$ cat src/rtl/mac_sched.sv
// Round-robin scheduler sharing one dot-product MAC between two requesters.
// Optional MAC_TIMEOUT_EN aborts a stuck WAIT after TIMEOUT_CYC cycles.
module mac_sched #(
  parameter int DATA_W      = 32,
  parameter int TIMEOUT_CYC = 16
) (
  input  logic              clk,
  input  logic              rst_n,
  input  logic              r0_req,
  input  logic [1:0]        r0_mode,
  input  logic [DATA_W-1:0] r0_a,
  input  logic [DATA_W-1:0] r0_b,
  input  logic [DATA_W-1:0] r0_c,
  input  logic [DATA_W-1:0] r0_d,
  output logic              r0_gnt,
  input  logic              r1_req,
  input  logic [1:0]        r1_mode,
  input  logic [DATA_W-1:0] r1_a,
  input  logic [DATA_W-1:0] r1_b,
  input  logic [DATA_W-1:0] r1_c,
  input  logic [DATA_W-1:0] r1_d,
  output logic              r1_gnt,
  output logic [1:0]        done,
  output logic              err,
  output logic [DATA_W-1:0] res,
  output logic              busy,
  output logic [3:0]        mac_ctrl,
  output logic [DATA_W-1:0] mac_a,
  output logic [DATA_W-1:0] mac_b,
  output logic [DATA_W-1:0] mac_c,
  output logic [DATA_W-1:0] mac_d,
  input  logic [1:0]        mac_status,
  input  logic [DATA_W-1:0] mac_ketqua,
  output logic [2:0]        o_dbg_state
);

  // Handshake: a requester holds req (operands stable) until its one-cycle gnt;
  // gnt marks the clock edge on which operands are captured. done is a
  // one-cycle pulse to the owner with err/res valid in the same cycle.

  typedef enum logic [2:0] {
    S_IDLE  = 3'd0,
    S_ISSUE = 3'd1,
    S_WAIT  = 3'd2,
    S_RESP  = 3'd3,
    S_DRAIN = 3'd4
  } state_t;

  state_t            r_state, w_next;
  logic              r_rr_ptr, r_owner, r_err;
  logic [1:0]        r_mode;
  logic [DATA_W-1:0] r_res, r_a, r_b, r_c, r_d;
  logic              w_arb_en, w_gnt0, w_gnt1, w_grant, w_reserved;
  logic [1:0]        w_sel_mode;
  logic              w_timeout, w_mac_rst_pulse;

  if (TIMEOUT_CYC < 1) begin : g_bad_timeout
    $error("TIMEOUT_CYC must be at least 1");
  end

  // Under contention the requester that was not granted last wins.
  assign w_arb_en   = rst_n && (r_state == S_IDLE);
  assign w_gnt0     = w_arb_en && r0_req && (!r1_req || r_rr_ptr);
  assign w_gnt1     = w_arb_en && r1_req && (!r0_req || !r_rr_ptr);
  assign w_grant    = w_gnt0 || w_gnt1;
  assign w_sel_mode = w_gnt1 ? r1_mode : r0_mode;
  assign w_reserved = (w_sel_mode == 2'b10);

`ifdef MAC_TIMEOUT_EN
  localparam int CNT_W = $clog2(TIMEOUT_CYC + 1);
  logic [CNT_W-1:0] r_wait_cnt;
  logic             r_to_rst;

  always_ff @(posedge clk or negedge rst_n) begin
    if (!rst_n) begin
      r_wait_cnt <= '0;
      r_to_rst   <= 1'b0;
    end else begin
      r_to_rst <= w_timeout;
      if (r_state == S_ISSUE)
        r_wait_cnt <= '0;
      else if (r_state == S_WAIT)
        r_wait_cnt <= r_wait_cnt + CNT_W'(1);
    end
  end

  assign w_timeout       = (r_state == S_WAIT) && (mac_status != 2'b11) &&
                           (r_wait_cnt == CNT_W'(TIMEOUT_CYC - 1));
  assign w_mac_rst_pulse = r_to_rst;
`else
  assign w_timeout       = 1'b0;
  assign w_mac_rst_pulse = 1'b0;
`endif

  always_ff @(posedge clk or negedge rst_n) begin
    if (!rst_n) begin
      r_state  <= S_IDLE;
      r_rr_ptr <= 1'b0;
      r_owner  <= 1'b0;
      r_err    <= 1'b0;
      r_mode   <= 2'b00;
      r_res    <= '0;
      r_a      <= '0;
      r_b      <= '0;
      r_c      <= '0;
      r_d      <= '0;
    end else begin
      r_state <= w_next;
      if (w_grant) begin
        r_owner  <= w_gnt1;
        r_rr_ptr <= w_gnt1;
        r_mode   <= w_sel_mode;
        r_a      <= w_gnt1 ? r1_a : r0_a;
        r_b      <= w_gnt1 ? r1_b : r0_b;
        r_c      <= w_gnt1 ? r1_c : r0_c;
        r_d      <= w_gnt1 ? r1_d : r0_d;
        r_err    <= w_reserved;
        if (w_reserved)
          r_res <= '0;
      end else if (r_state == S_WAIT) begin
        // res only changes on entry to RESP, so it holds between done pulses.
        if (mac_status == 2'b11) begin
          r_res <= mac_ketqua;
        end else if (w_timeout) begin
          r_res <= '0;
          r_err <= 1'b1;
        end
      end
    end
  end

  always_comb begin
    w_next   = r_state;
    mac_ctrl = 4'b0000;
    case (r_state)
      S_IDLE: begin
        mac_ctrl = 4'b0100;
        if (w_grant)
          w_next = w_reserved ? S_RESP : S_ISSUE;
      end
      S_ISSUE: begin
        mac_ctrl = {2'b11, r_mode};
        w_next   = S_WAIT;
      end
      S_WAIT: begin
        mac_ctrl = {2'b11, r_mode};
        if (mac_status == 2'b11 || w_timeout)
          w_next = S_RESP;
      end
      S_RESP: begin
        mac_ctrl = {1'b0, ~w_mac_rst_pulse, r_mode};
        w_next   = S_DRAIN;
      end
      S_DRAIN: begin
        mac_ctrl = 4'b0100;
        if (mac_status == 2'b00)
          w_next = S_IDLE;
      end
      default: w_next = S_IDLE;
    endcase
    // While reset is asserted the MAC is held in its own reset.
    if (!rst_n)
      mac_ctrl = 4'b0000;
  end

  assign r0_gnt      = w_gnt0;
  assign r1_gnt      = w_gnt1;
  assign done        = (r_state == S_RESP) ? {r_owner, ~r_owner} : 2'b00;
  assign err         = (r_state == S_RESP) && r_err;
  assign res         = r_res;
  assign busy        = (r_state != S_IDLE);
  assign mac_a       = r_a;
  assign mac_b       = r_b;
  assign mac_c       = r_c;
  assign mac_d       = r_d;
  assign o_dbg_state = r_state;

endmodule

$ cat config.mk
export PLATFORM = sky130hd
export DESIGN_NAME = mac_sched
export DESIGN_NICKNAME = d
export VERILOG_FILES = /design/src/rtl/mac_sched.sv
export SDC_FILE = /design/constraint.sdc
export NUM_CORES = 1
export LEC_CHECK = 0
export ABC_AREA = 1
export BUFFER_PORTS_ARGS = -buffer_cell sky130_fd_sc_hd__clkbuf_2
export CAP_MARGIN = 0
export CORE_AREA = 2 2 183 185
export DETAILED_ROUTE_END_ITERATION = 8
export DIE_AREA = 0 0 185 187
export PLACE_DENSITY = 0.47
export SLEW_MARGIN = 20
export SYNTH_ARGS = -nofsm -noshare
export SYNTH_HDL_FRONTEND = slang
export SYNTH_SLANG_ARGS = --single-unit
export TNS_END_PERCENT = 50
$ cat constraint.sdc
create_clock -name clk -period 1.9 [get_ports clk]
set_input_delay 0.285 -clock clk [delete_from_list [all_inputs] [get_ports clk]]
set_output_delay 0.285 -clock clk [all_outputs]
set_load 0.05 [all_outputs]
**Yosys cells after proc, flatten, opt, wreduce, memory -nomap -nowiden**

Cells that the tools add are included.

- Register bits: 167
- Output and inout port bits: 173
- Word-level logic and storage cells: 58

- Equality and inequality tests: 10
- Mux-type cells: 17
- Bitwise logic cells: 1
- Reductions and logical operators: 21

Operator list:

| kind | number |
|---|---|
| 2-to-1 mux 32 bit | 8 |
| one-hot mux 3 bit (5 select lines) | 1 |
| one-hot mux 4 bit (3 select lines) | 1 |
| 2-to-1 mux 3 bit | 3 |
| == test 3 x 2 -> 1 bit, second input constant | 2 |
| logical AND 1 bit | 6 |
| 2-to-1 mux 2 bit | 3 |
| AND reduction 3 bit | 2 |
| == test 2 bit, second input constant | 2 |
| 2-to-1 mux 4 bit | 1 |
| inequality test 2 x 1 -> 1 bit, second input constant | 2 |
| inequality test 2 bit, second input constant | 2 |
| nonzero test 2 bit | 2 |
| OR reduction 2 bit | 2 |
| == test 3 x 1 -> 1 bit, second input constant | 1 |
| == test 3 bit, second input constant | 1 |
| logical NOT 1 bit | 3 |
| logical NOT 3 bit | 1 |
| logical OR 1 bit | 3 |
| nonzero test 3 bit | 1 |
| logical NOT 2 bit | 1 |
| NOT 1 bit | 1 |

**Longest topological paths before layout**

Gate-level depths: netlist of the first run.

- Word-level depth: 9
- Gate-level depth with buffers: 10

**Least setup slack after synthesis of the first run**

No wires, ideal clock.

- Path type: register -> output
- From: register r_state[0], in the netlist o_dbg_state[0]
- To: output port mac_ctrl[1]
- Arrival time: 2057 ps
- Slack: -442 ps
- Cell stages (with the launch flop): 5
- Cells stage by stage: dfrtp_1 -> inv_1 -> nand2_2 -> inv_1 -> nor3_1

- Longest elaborated chain between the ends: 4
- Elaborated cells between the ends (all ways): 9
- Classes of those cells: eq/ne: 4; mux: 2; reduce/logical: 3

RTL lines:

| what | line | text |
|---|---|---|
| from (decl) | 49 | `state_t r_state, w_next;` |
| from (signal assigned) | 108 | `r_state <= w_next;` |
| == test 3 bit, or another cell as far along | 135 | `case (r_state)` |
| OR reduction 2 bit (no line) | -- |  |
| one-hot mux 4 bit (3 select lines) * | 135 |  |
| 2-to-1 mux 4 bit * | 162 | `if (!rst_n)` |
| to (decl) | 27 | `output logic [3:0] mac_ctrl,` |

Every way passes the cells marked *; elsewhere a longest branch is shown, timed or not.

**Worst setup path in the final report of the first run**

- From: register r_state[1], in the netlist o_dbg_state[1]
- To: output port r1_gnt

- Longest elaborated chain between the ends: 4

RTL lines:

| what | line | text |
|---|---|---|
| logical NOT 3 bit | 62 | `assign w_arb_en = rst_n && (r_state == S_IDLE);` |
| logical AND 1 bit | 62 |  |
| logical AND 1 bit (2 in series) | 64 | `assign w_gnt1 = w_arb_en && r1_req && (!r0_req \|\| !r_rr_ptr);` |
| to (decl) | 22 | `output logic r1_gnt,` |

Every way passes these cells.

==> results of run 1 <==
[through the flow]
| step | instance area [sq um] | hold slack, ns | util, % | setup TNS (ns) | worst slack (ns) |
|---|---|---|---|---|---|
| floorplan | 7570 | -0.0106 | - | -0.0356 | -0.0207 |
| global placement | 10500 | 0.472 | 32.1 | 0 | 0.201 |
| detailed placement | 10500 | 0.477 | 32.1 | 0 | 0.181 |
| CTS | 11200 | 0.00572 | 34.1 | 0 | 0.00341 |
| global route | 11200 | 0.0285 | 34.2 | -0.00830 | -0.00830 |
| finish | 11200 | 0.0317 | 34.2 | 0 | 0.0728 |
[where the power goes]
part	total [uW]	internal [uW]	switching, uW
clock network	3340	1820	1530
logic	12400	2960	9400
registers	6170	5240	925
total	21900	10000	11900
[Yosys cell counts]
cell type  count
inv_1         10
clkbuf_2       1
nand3b_1       1
o21ai_0       47
nor2_1       137
o21ai_1      213
nand2_8        1
nor3_1         1
buf_2         14
nor3_2         1
dfrtp_1      167
nor2_8         1
a21boi_2       1
nand2_4        2
nand3_1       37
nand2_1      210
nand2_2        1
o211ai_1       1
inv_2          4
buf_6         12
nand3_2        2
clkbuf_1      19
buf_4         17
buf_1          2
[layout by cell type (no fill, tap or decap), types with 2 or more instances in the layout]
cell / count
clkbuf_4: 2
nor2_1: 136
clkbuf_2: 462
o21ai_0: 47
inv_2: 4
clkinv_2: 5
clkbuf_8: 4
nand2_8: 2
inv_6: 2
buf_4: 18
inv_1: 8
dfrtp_1: 167
buf_2: 2
clkinv_4: 3
nand2_4: 2
buf_12: 18
nand3_1: 37
o21ai_1: 213
nand2_1: 210
clkbuf_16: 18
diode_2: 2
[kinds of logic after synthesis]
kind of cell / Yosys count / synth area share, %
and+or+nand+nor: 394 / 21.1
buffers and inverters: 79 / 6.20
DFF: 167 / 55.2
AOI/OAI and AO/OA: 262 / 17.4
[final cells by class]
type / instances / share of cell area [%]
clock buffers: 22 / 4.31
well taps: 448 / 4.99
clock inverters: 10 / 0.612
multi-input cells: 656 / 26.4
diodes: 2 / 0.0445
repair buffers: 506 / 26.0
inverters: 14 / 0.557
flip-flops and latches: 167 / 37.2
[path summary, 6_finish.rpt]
kind | from | endpoint | slack, ns | cells past startpoint
worst min register to register | mac_d[7]$_DFFE_PN0P_ | mac_d[7]$_DFFE_PN0P_ | 0.48 | 2
worst min-delay path | rst_n | mac_a[23]$_DFFE_PN0P_ | 0.03 | 3
min in group clk | mac_ketqua[22] | res[22]$_DFFE_PN0P_ | 0.04 | 3
worst max-delay path | o_dbg_state[1]$_DFFE_PN0P_ | r1_gnt | 0.07 | 7
max in group asynchronous | rst_n | mac_c[10]$_DFFE_PN0P_ | 1.28 | 3
worst max register to register | o_dbg_state[1]$_DFFE_PN0P_ | res[9]$_DFFE_PN0P_ | 0.14 | 11
[flip-flops by register name, summed over array words and instances (netlist names)]
name / count
r_err: 1
r_owner: 1
mac_a: 32
res: 32
o_dbg_state: 3
mac_c: 32
mac_b: 32
mac_d: 32
r_mode: 2
[what timing repair did]
action	4_1_cts	5_1_grt
gates cloned	1	0
gates resized for setup	10	13
setup buffers	4	0
pin swaps	1	1
setup endpoints to repair	4	32
endpoints found under the hold margin	0	0
[routing by layer]
layer | global-route usage (%) | vias to the layer above
met3 | 6.83 | 23
li1 | - | 3896
met1 | 20.7 | 3713
met5 | 0 | -
met4 | 5.04 | 0
met2 | 29.5 | 333
[worst register-to-register path, stage by stage, from the launching register on]
cell	delay [ns]
dfrtp_1	0.39
inv_2	0.08
nand2_4	0.08
nor2_8	0.17
nand2_8	0.08
buf_4	0.19
nand2_1	0.07
nand2_1	0.10
nand3_2	0.12
buf_4	0.24
nand3_1	0.12
nand2_1	0.07
==> summary.md, run 1 <==
| Metric | Value |
|---|---|
| Status | `finished clean` |
| Wire length on met3 | `approximately 3000 um` |
| CTS tree | `built` |
| Routability Congestion | `0.790` |
| Layout cells sized above 1 | `about two fifths` |
| Row count | `67` |
| Cells after Synth | `between 900 and 1,000` |
| Die area | `between 30,000 and 40,000 sq um` |
| Mapped cell area | `about 7600 sq um` |
| Clock skew | `0.0110 ns` |
| Relative slew margins | `a little under three fifths` |
| Leakage | `between 0.006 and 0.007 uW` |
| Die Wd | `about 190 um` |
| Via density | `4.36` |
| Unique masters post-synth | `24` |
| RSZ-0062 raised after global routing | `true` |
| Tot GR Track Use | `17.6%` |
| Least-Margin Pin Slew | `roughly 0.65 ns` |
| Slowest CP cell | `dfrtp_1` |
| Net count, final | `roughly 1,700` |
| # DRC | `0` |
| Bufs and invs on worst path | `4` |
| Root Driver | `clkbuf_16` |
| Largest net degree at the start of global routing | `a little over 100` |
| Final Critical Period | `approximately 1.8 ns` |
| Setup CP Type | `reg -> out` |
| Worst path cell trace | `inv_2, nand2_4, nor2_8, nand2_8, inv_8, buf_12, clkbuf_16` |
| Antenna violations before repair | `2` |
| Setup crit end kind | `output pin` |
| Total power | `~22,000 uW` |
| P&R area growth vs syn | `48.5%` |
| Placed Instances | `between 1,500 and 2,000` |
| Tcrit/Tclk final | `between 90% and 100%` |
| Data required, critical path | `1.62 ns` |
| Cell type with the largest total area after synthesis | `dfrtp_1` |
| CTS Sinks | `167` |
| Vias in the first global route | `roughly 8,000` |
| Initial Util | `23.0%` |
| WL met1 | `12,500 um` |
| Yosys warns | `0` |
| Die height | `187 um` |
| Critical path's largest stage delay | `0.39 ns` |
| First-pass GRT wire length | `46,400 um` |
| Number of routed nets with antenna violations | `0` |
| Max-slew violations | `0` |
| Clock transition at path regs | `around 0.070 ns` |
| Setup crit start kind | `flip-flop` |
| Top Ports | `roughly 470` |
| Area of the multi-input gates | `slightly below 3000 sq um` |
| Clock Latency Late Sink | `0.44 ns` |
| CP Max Fanout | `5` |
| FMAX | `about 0.55 GHz` |
| Hold Violations, Final | `0` |
| Reg area | `4180 sq um` |
| Synth top area cells | `dfrtp_1, o21ai_1, nand2_1, nor2_1, o21ai_0` |
| # Max-Cap Violations | `0` |
| Area of the core | `32,900 sq um` |
| DR WL met2 | `about 15,000 um` |
| HPWL Detailed | `22,900 um` |
| Fill count | `approximately 3,600` |
| Port buffer count | `between 400 and 500` |
| Top Layer Used | `met4` |
| Router iterations before antenna repair | `5` |
| Arr. time, crit path | `1.54 ns` |
| Max VDD drop | `~1.1 mV` |
| Vias | `7,965` |
| P per Cell Area | `1950 nW/um^2` |
| Yosys top cell area share | `roughly 55%` |
| Clk buf depth | `2` |
| DRT Wirelength | `30,600 um` |
| CP delay by family, top | `flip-flops` |
| Num CTS Buffers | `17` |
| Sequential share of the synthesized area | `a little under three fifths` |
| Grt ovf | `0` |
| Hold/Removal Path Class | `in -> async` |
| Htree depth | `4` |
| Net Count, Synth | `~1,200` |
| Wire per inst | `16.8 um` |
| Final Setup Violations | `0` |
| First-iteration detailed-routing DRC count | `308` |
| #FFs+latches synth | `~170` |
| Hold Buf Count CTS | `0` |
| Final non-filler cell total | `around 1,800` |
| Avg Inst Size Synth | `roughly 8.4 sq um` |
Power figures use the tool's default switching activity.
==> inputs of run 2 (changes only) <==
REMOVE_ABC_BUFFERS = 1   (was unset)
==> summary.md, run 2 (synthesis gave the netlist of run 1 again) <==
| Metric | Value |
|---|---|
| Status | `finished, violations left` |
| Failing checks | `hold timing` |
| Setup CP Type | `reg -> out` |
| Root Driver | `clkbuf_16` |
| Final Setup Violations | `0` |
| R2R Setup Slk | `0.14 ns` |
| Number of routed nets with antenna violations | `0` |
| Post-route cell area | `about 11,000 sq um` |
| Clock skew | `0.0132 ns` |
| Setup crit end kind | `output pin` |
| Critical path's largest stage delay | `between 0.3 and 0.4 ns` |
| Row count | `67` |
| Relative slew margins | `42.9%` |
| Clock Power Share | `~18%` |
| Grt ovf | `0` |
| RSZ-0062 raised after global routing | `true` |
| Area of the core | `about 33,000 sq um` |
| First-pass GRT wire length | `46,200 um` |
| Slowest CP cell | `dfrtp_1` |
| Router iterations before antenna repair | `4` |
| Tot GR Track Use | `17.4%` |
| # Max-Cap Violations | `0` |
| Clk buf depth | `2` |
| Worst path cell trace | `inv_2, nand2_4, nor2_8, nand2_8, clkinv_16, clkbuf_16` |
| Data required, critical path | `between 1.5 and 2 ns` |
| Routability Congestion | `between 0.8 and 0.9` |
| Antenna cells | `0` |
| Commonest non-fill, non-tap cells in the layout | `clkbuf_2, o21ai_1, nand2_1` |
| Leakage | `0.00599 uW` |
| Wire per inst | `~17 um` |
| P&R area growth vs syn | `48.1%` |
| P per Cell Area | `about 2000 nW/um^2` |
| Vias in the first global route | `about 8,000` |
| Top Ports | `roughly 470` |
| Bufs and invs on worst path | `3` |
| CP Max Fanout | `10` |
| Sw power | `11,900 uW` |
| Pint | `roughly 10,000 uW` |
| Tcrit/Tclk final | `between 90 and 100%` |
| Fill count | `about 3,600` |
| Clock Latency Late Sink | `between 0.4 and 0.5 ns` |
| Layout cells sized above 1 | `around 40%` |
| Num CTS Buffers | `17` |
| Vias | `7,930` |
| CTS Sinks | `167` |
| Total Neg Setup Slack | `0 ns` |
| Die area | `about 35,000 sq um` |
| First-iteration detailed-routing DRC count | `~300` |
| HPWL Detailed | `around 22,000 um` |
| Port buffer count | `470` |
| Antenna violations before repair | `0` |
| # DRC | `0` |
| Die Wd | `about 190 um` |
| Setup crit start kind | `flip-flop` |
| Via density | `between 4 and 5` |
| CTS tree | `built` |
| WHS | `-0.00807 ns` |
| Hold Violations, Final | `10` |
| Combinational power share | `between 50 and 60%` |
| Clock transition at path regs | `0.07 ns` |
| DRT Wirelength | `approximately 30,000 um` |
| Largest net degree at the start of global routing | `about 150` |
| Max VDD drop | `between 0.7 and 0.8 mV` |
| Max-slew violations | `0` |
| Initial Util | `23.0%` |
| Sw Share | `between 50% and 60%` |
| Hold/Removal Path Class | `in -> async` |
| Placed inst area | `10,500 sq um` |
| Die height | `about 190 um` |
| Arr. time, crit path | `between 1.5 and 2 ns` |
| CP delay by family, top | `flip-flops` |
| Net count, final | `1,653` |
| Least-Margin Pin Slew | `between 0.8 and 0.9 ns` |
| Commonest non-fill, non-tap cell in the layout | `clkbuf_2` |
| FMAX | `~0.54 GHz` |
| Hold Buf Count CTS | `0` |
| Sequential Power Share | `around 28%` |
| Total power | `~22,000 uW` |
| Htree depth | `4` |
| Final Critical Period | `between 1.5 and 2 ns` |
## run 2: changes by cell type in the layout (fill, tap and decap cells not counted), sizes merged
cell	delta
buf	-6
bufbuf	-1
bufinv	+5
clkbuf	-1
clkinv	-2
diode	-2
inv	-2
## run 2: timing repair
action,in CTS,in global routing
pin swaps,1,2
gates resized for setup,13,16
endpoints found under the setup margin,4,16
setup buffers,1,0
## run 2: through the flow
step                worst slack, ns  hold slack, ns  instances  util (%)
floorplan                     -1.55         -0.0106        837         -
global placement              0.156           0.467       1783      31.8
detailed placement            0.116           0.477       1783      31.8
CTS                         -0.0285         0.00678       1816      34.0
global route                -0.0620          0.0252       1816      34.1
finish                       0.0387        -0.00807       1816      34.1
## run 2: worst reg2reg max path, delay by kind of cell (launching register included)
| kind | cells | cell delay [ns] |
|---|---|---|
| buffers and inverters | 2 | 0.69 |
| AO/OA/AOI/OAI | 1 | 0.15 |
| flip-flops | 1 | 0.37 |
| AND/OR/NAND/NOR | 4 | 0.48 |
## run 2: final cells by class
type | count | area, sq um | share of cell area (%)
Clock buffer | 21 | 460 | 4.11
Clock inverter | 11 | 195 | 1.74
Inverter | 14 | 83.8 | 0.748
Multi-Input combinational cell | 656 | 2950 | 26.3
Sequential cell | 167 | 4180 | 37.3
Tap cell | 448 | 561 | 5.00
Timing Repair Buffer | 499 | 2780 | 24.8
## run 2: power by group through the flow
stage                     Combinational, uW  Clock, uW  Sequential, uW
after CTS                             12400       4090            6170
after global routing                  13100       4220            6380
final                                 12200       3970            6170
after detailed placement              12300          0            6200
after global placement                12200          0            6200
after floorplan                        2880          0           11800
## run 2: path summary, 6_finish.rpt
check                      cells past startpoint                        from                     to
setup / recovery                               6  o_dbg_state[2]$_DFFE_PN0P_                 r1_gnt
hold / removal                                 2                       rst_n    res[21]$_DFFE_PN0P_
setup reg to reg                               7  o_dbg_state[1]$_DFFE_PN0P_  mac_b[18]$_DFFE_PN0P_
hold reg to reg                                2       mac_d[10]$_DFFE_PN0P_  mac_d[10]$_DFFE_PN0P_
max in group asynchronous                      3                       rst_n  mac_b[16]$_DFFE_PN0P_
min in group clk                               3               mac_ketqua[7]     res[7]$_DFFE_PN0P_
## run 2: metal layers
layer	track usage [%]	routed length, um
met1	19.7	12100
met2	29.9	14800
met3	6.78	3000
met4	5.04	436
met5	0	0
==> inputs of run 3 (changes only) <==
CORE_AREA = 2 2 184 186   (was 2 2 183 185)
DIE_AREA = 0 0 186 188   (was 0 0 185 187)
PLACE_DENSITY = 0.46   (was 0.47)
==> summary.md, run 3 (synthesis gave the netlist of run 1 again) <==
| Metric | Value |
|---|---|
| Area of the core | `approximately 33,000 sq um` |
| CTS tree | `built` |
| Tcrit/Tclk final | `95.6%` |
| P per Cell Area | `approximately 2000 nW/um^2` |
| Max VDD drop | `approximately 0.84 mV` |
| Arr. time, crit path | `1.53 ns` |
| FMAX | `0.551 GHz` |
| Vias | `7,904` |
| Net count, final | `roughly 1,700` |
| Final Critical Period | `between 1.5 and 2 ns` |
| Wire per inst | `~17 um` |
| Vias in the first global route | `between 8,000 and 9,000` |
| Post-route cell area | `around 11,000 sq um` |
| Dpl ws | `0.181 ns` |
| Hold/Removal Path Class | `in -> async` |
| RSZ-0062 raised after global routing | `true` |
| Setup CP Type | `reg -> out` |
| Num CTS Buffers | `17` |
| Clock skew | `between 0.009 and 0.01 ns` |
| Grt ovf | `0` |
| CP Max Fanout | `5` |
| Die area | `approximately 35,000 sq um` |
| Clock Latency Late Sink | `approximately 0.45 ns` |
| Crit path from | `o_dbg_state[1]$_DFFE_PN0P_` |
| P&R area growth vs syn | `48.1%` |
| HPWL Detailed | `22,000 um` |
| Placed inst area | `between 10,000 and 15,000 sq um` |
| Least-Margin Pin Slew | `just under 0.9 ns` |
| Row count | `67` |
| Antenna cells | `0` |
| Final non-filler cell total | `around 1,800` |
| Router iterations before antenna repair | `5` |
| Die height | `188 um` |
| Layout cells sized above 1 | `40.1%` |
| Commonest non-fill, non-tap cells in the layout | `clkbuf_2, o21ai_1, nand2_1` |
| Top Ports | `471` |
| Routability Congestion | `between 0.8 and 0.9` |
| Clock transition at path regs | `about 0.07 ns` |
| Die Wd | `186 um` |
| First-iteration detailed-routing DRC count | `roughly 290` |
| Number of routed nets with antenna violations | `0` |
| Final Setup Violations | `0` |
| Leakage | `around 0.0060 uW` |
| Placed Instances | `~1,800` |
| Hold Violations, Final | `0` |
| Status | `finished clean` |
| Setup crit start kind | `flip-flop` |
| Root Driver | `clkbuf_16` |
| R2r startpoint | `o_dbg_state[2]$_DFFE_PN0P_` |
| Setup crit end kind | `output pin` |
| First-pass GRT wire length | `approximately 46,000 um` |
| Tot GR Track Use | `17.0%` |
| Largest net degree at the start of global routing | `about 150` |
| CTS Sinks | `roughly 170` |
| Data required, critical path | `1.62 ns` |
| Max-slew violations | `0` |
| Antenna violations before repair | `0` |
| Initial Util | `a little under a quarter` |
| Clk buf depth | `2` |
| Port buffer count | `between 400 and 500` |
| DRT Wirelength | `about 30,000 um` |
| Hold Buf Count CTS | `0` |
| Htree depth | `4` |
| Setup ws final | `~0.084 ns` |
| Via density | `about 4.3` |
| Relative slew margins | `between 40% and 50%` |
| # Max-Cap Violations | `0` |
| Commonest non-fill, non-tap cell in the layout | `clkbuf_2` |
| # DRC | `0` |
| R2R Setup Slk | `roughly 0.15 ns` |
## run 3: per-layer routing
layer / up-vias / track usage (%) / wire, um / share of wire, %
met3: 33 / 6.27 / 2570 / 8.4
met2: 326 / 28.9 / 14600 / 48
met5: - / 0 / 0 / 0
met1: 3660 / 19.9 / 12700 / 42
li1: 3885 / - / - / -
met4: 0 / 5.12 / 611 / 2.0
## run 3: area by class of cell
type / count / area, sq um
inverter: 14 / 70.1
clock buffer: 19 / 443
fill: 3608 / 21900
timing repair buffer: 501 / 2810
clock inverter: 13 / 191
multi-input combinational: 656 / 2960
sequential: 167 / 4180
tap: 448 / 561
## run 3: through the flow
| step | util, % | TNS (ns) | hold WS [ns] | power [uW] |
|---|---|---|---|---|
| 2_1_floorplan | - | -232.43 | -0.0106 | 14700 |
| 3_3_place_gp | 31.5 | 0 | 0.470 | 18400 |
| 3_5_place_dp | 31.5 | 0 | 0.477 | 18400 |
| 4_1_cts | 33.6 | 0 | 0.0156 | 22500 |
| 5_1_grt | 33.8 | -0.0440 | 0.0190 | 23600 |
| 6_report | 33.8 | 0 | 0.0109 | 22200 |
## run 3: power by group
part | internal [uW] | total (uW) | switching (uW)
combinational | 2840 | 12200 | 9380
clock | 2260 | 3850 | 1590
sequential | 5240 | 6170 | 927
total | 10300 | 22200 | 11900
## run 3: worst paths after layout
path	endpoint	cells after the start
min in group clk	res[8]$_DFFE_PN0P_	3
max reg2reg	mac_a[31]$_DFFE_PN0P_	9
min reg2reg	mac_a[28]$_DFFE_PN0P_	2
max	mac_ctrl[2]	6
max in group asynchronous	res[23]$_DFFE_PN0P_	3
min	mac_c[21]$_DFFE_PN0P_	2
## run 3: worst max-delay path: stages (launching register included)
cell and delay [ns]:
dfrtp_1 0.39, inv_2 0.10, nand2_4 0.09, inv_1 0.11, nand2_1 0.07, nand2_1 0.05
clkbuf_2 0.28
## run 3: what timing repair did
item | 4_1_cts | 5_1_grt
cloned | 0 | 1
setup buffers | 2 | 2
endpoints found under the hold margin | 0 | 0
pin swaps | 1 | 1
endpoints found under the setup margin | 3 | 15
resized for setup | 13 | 16
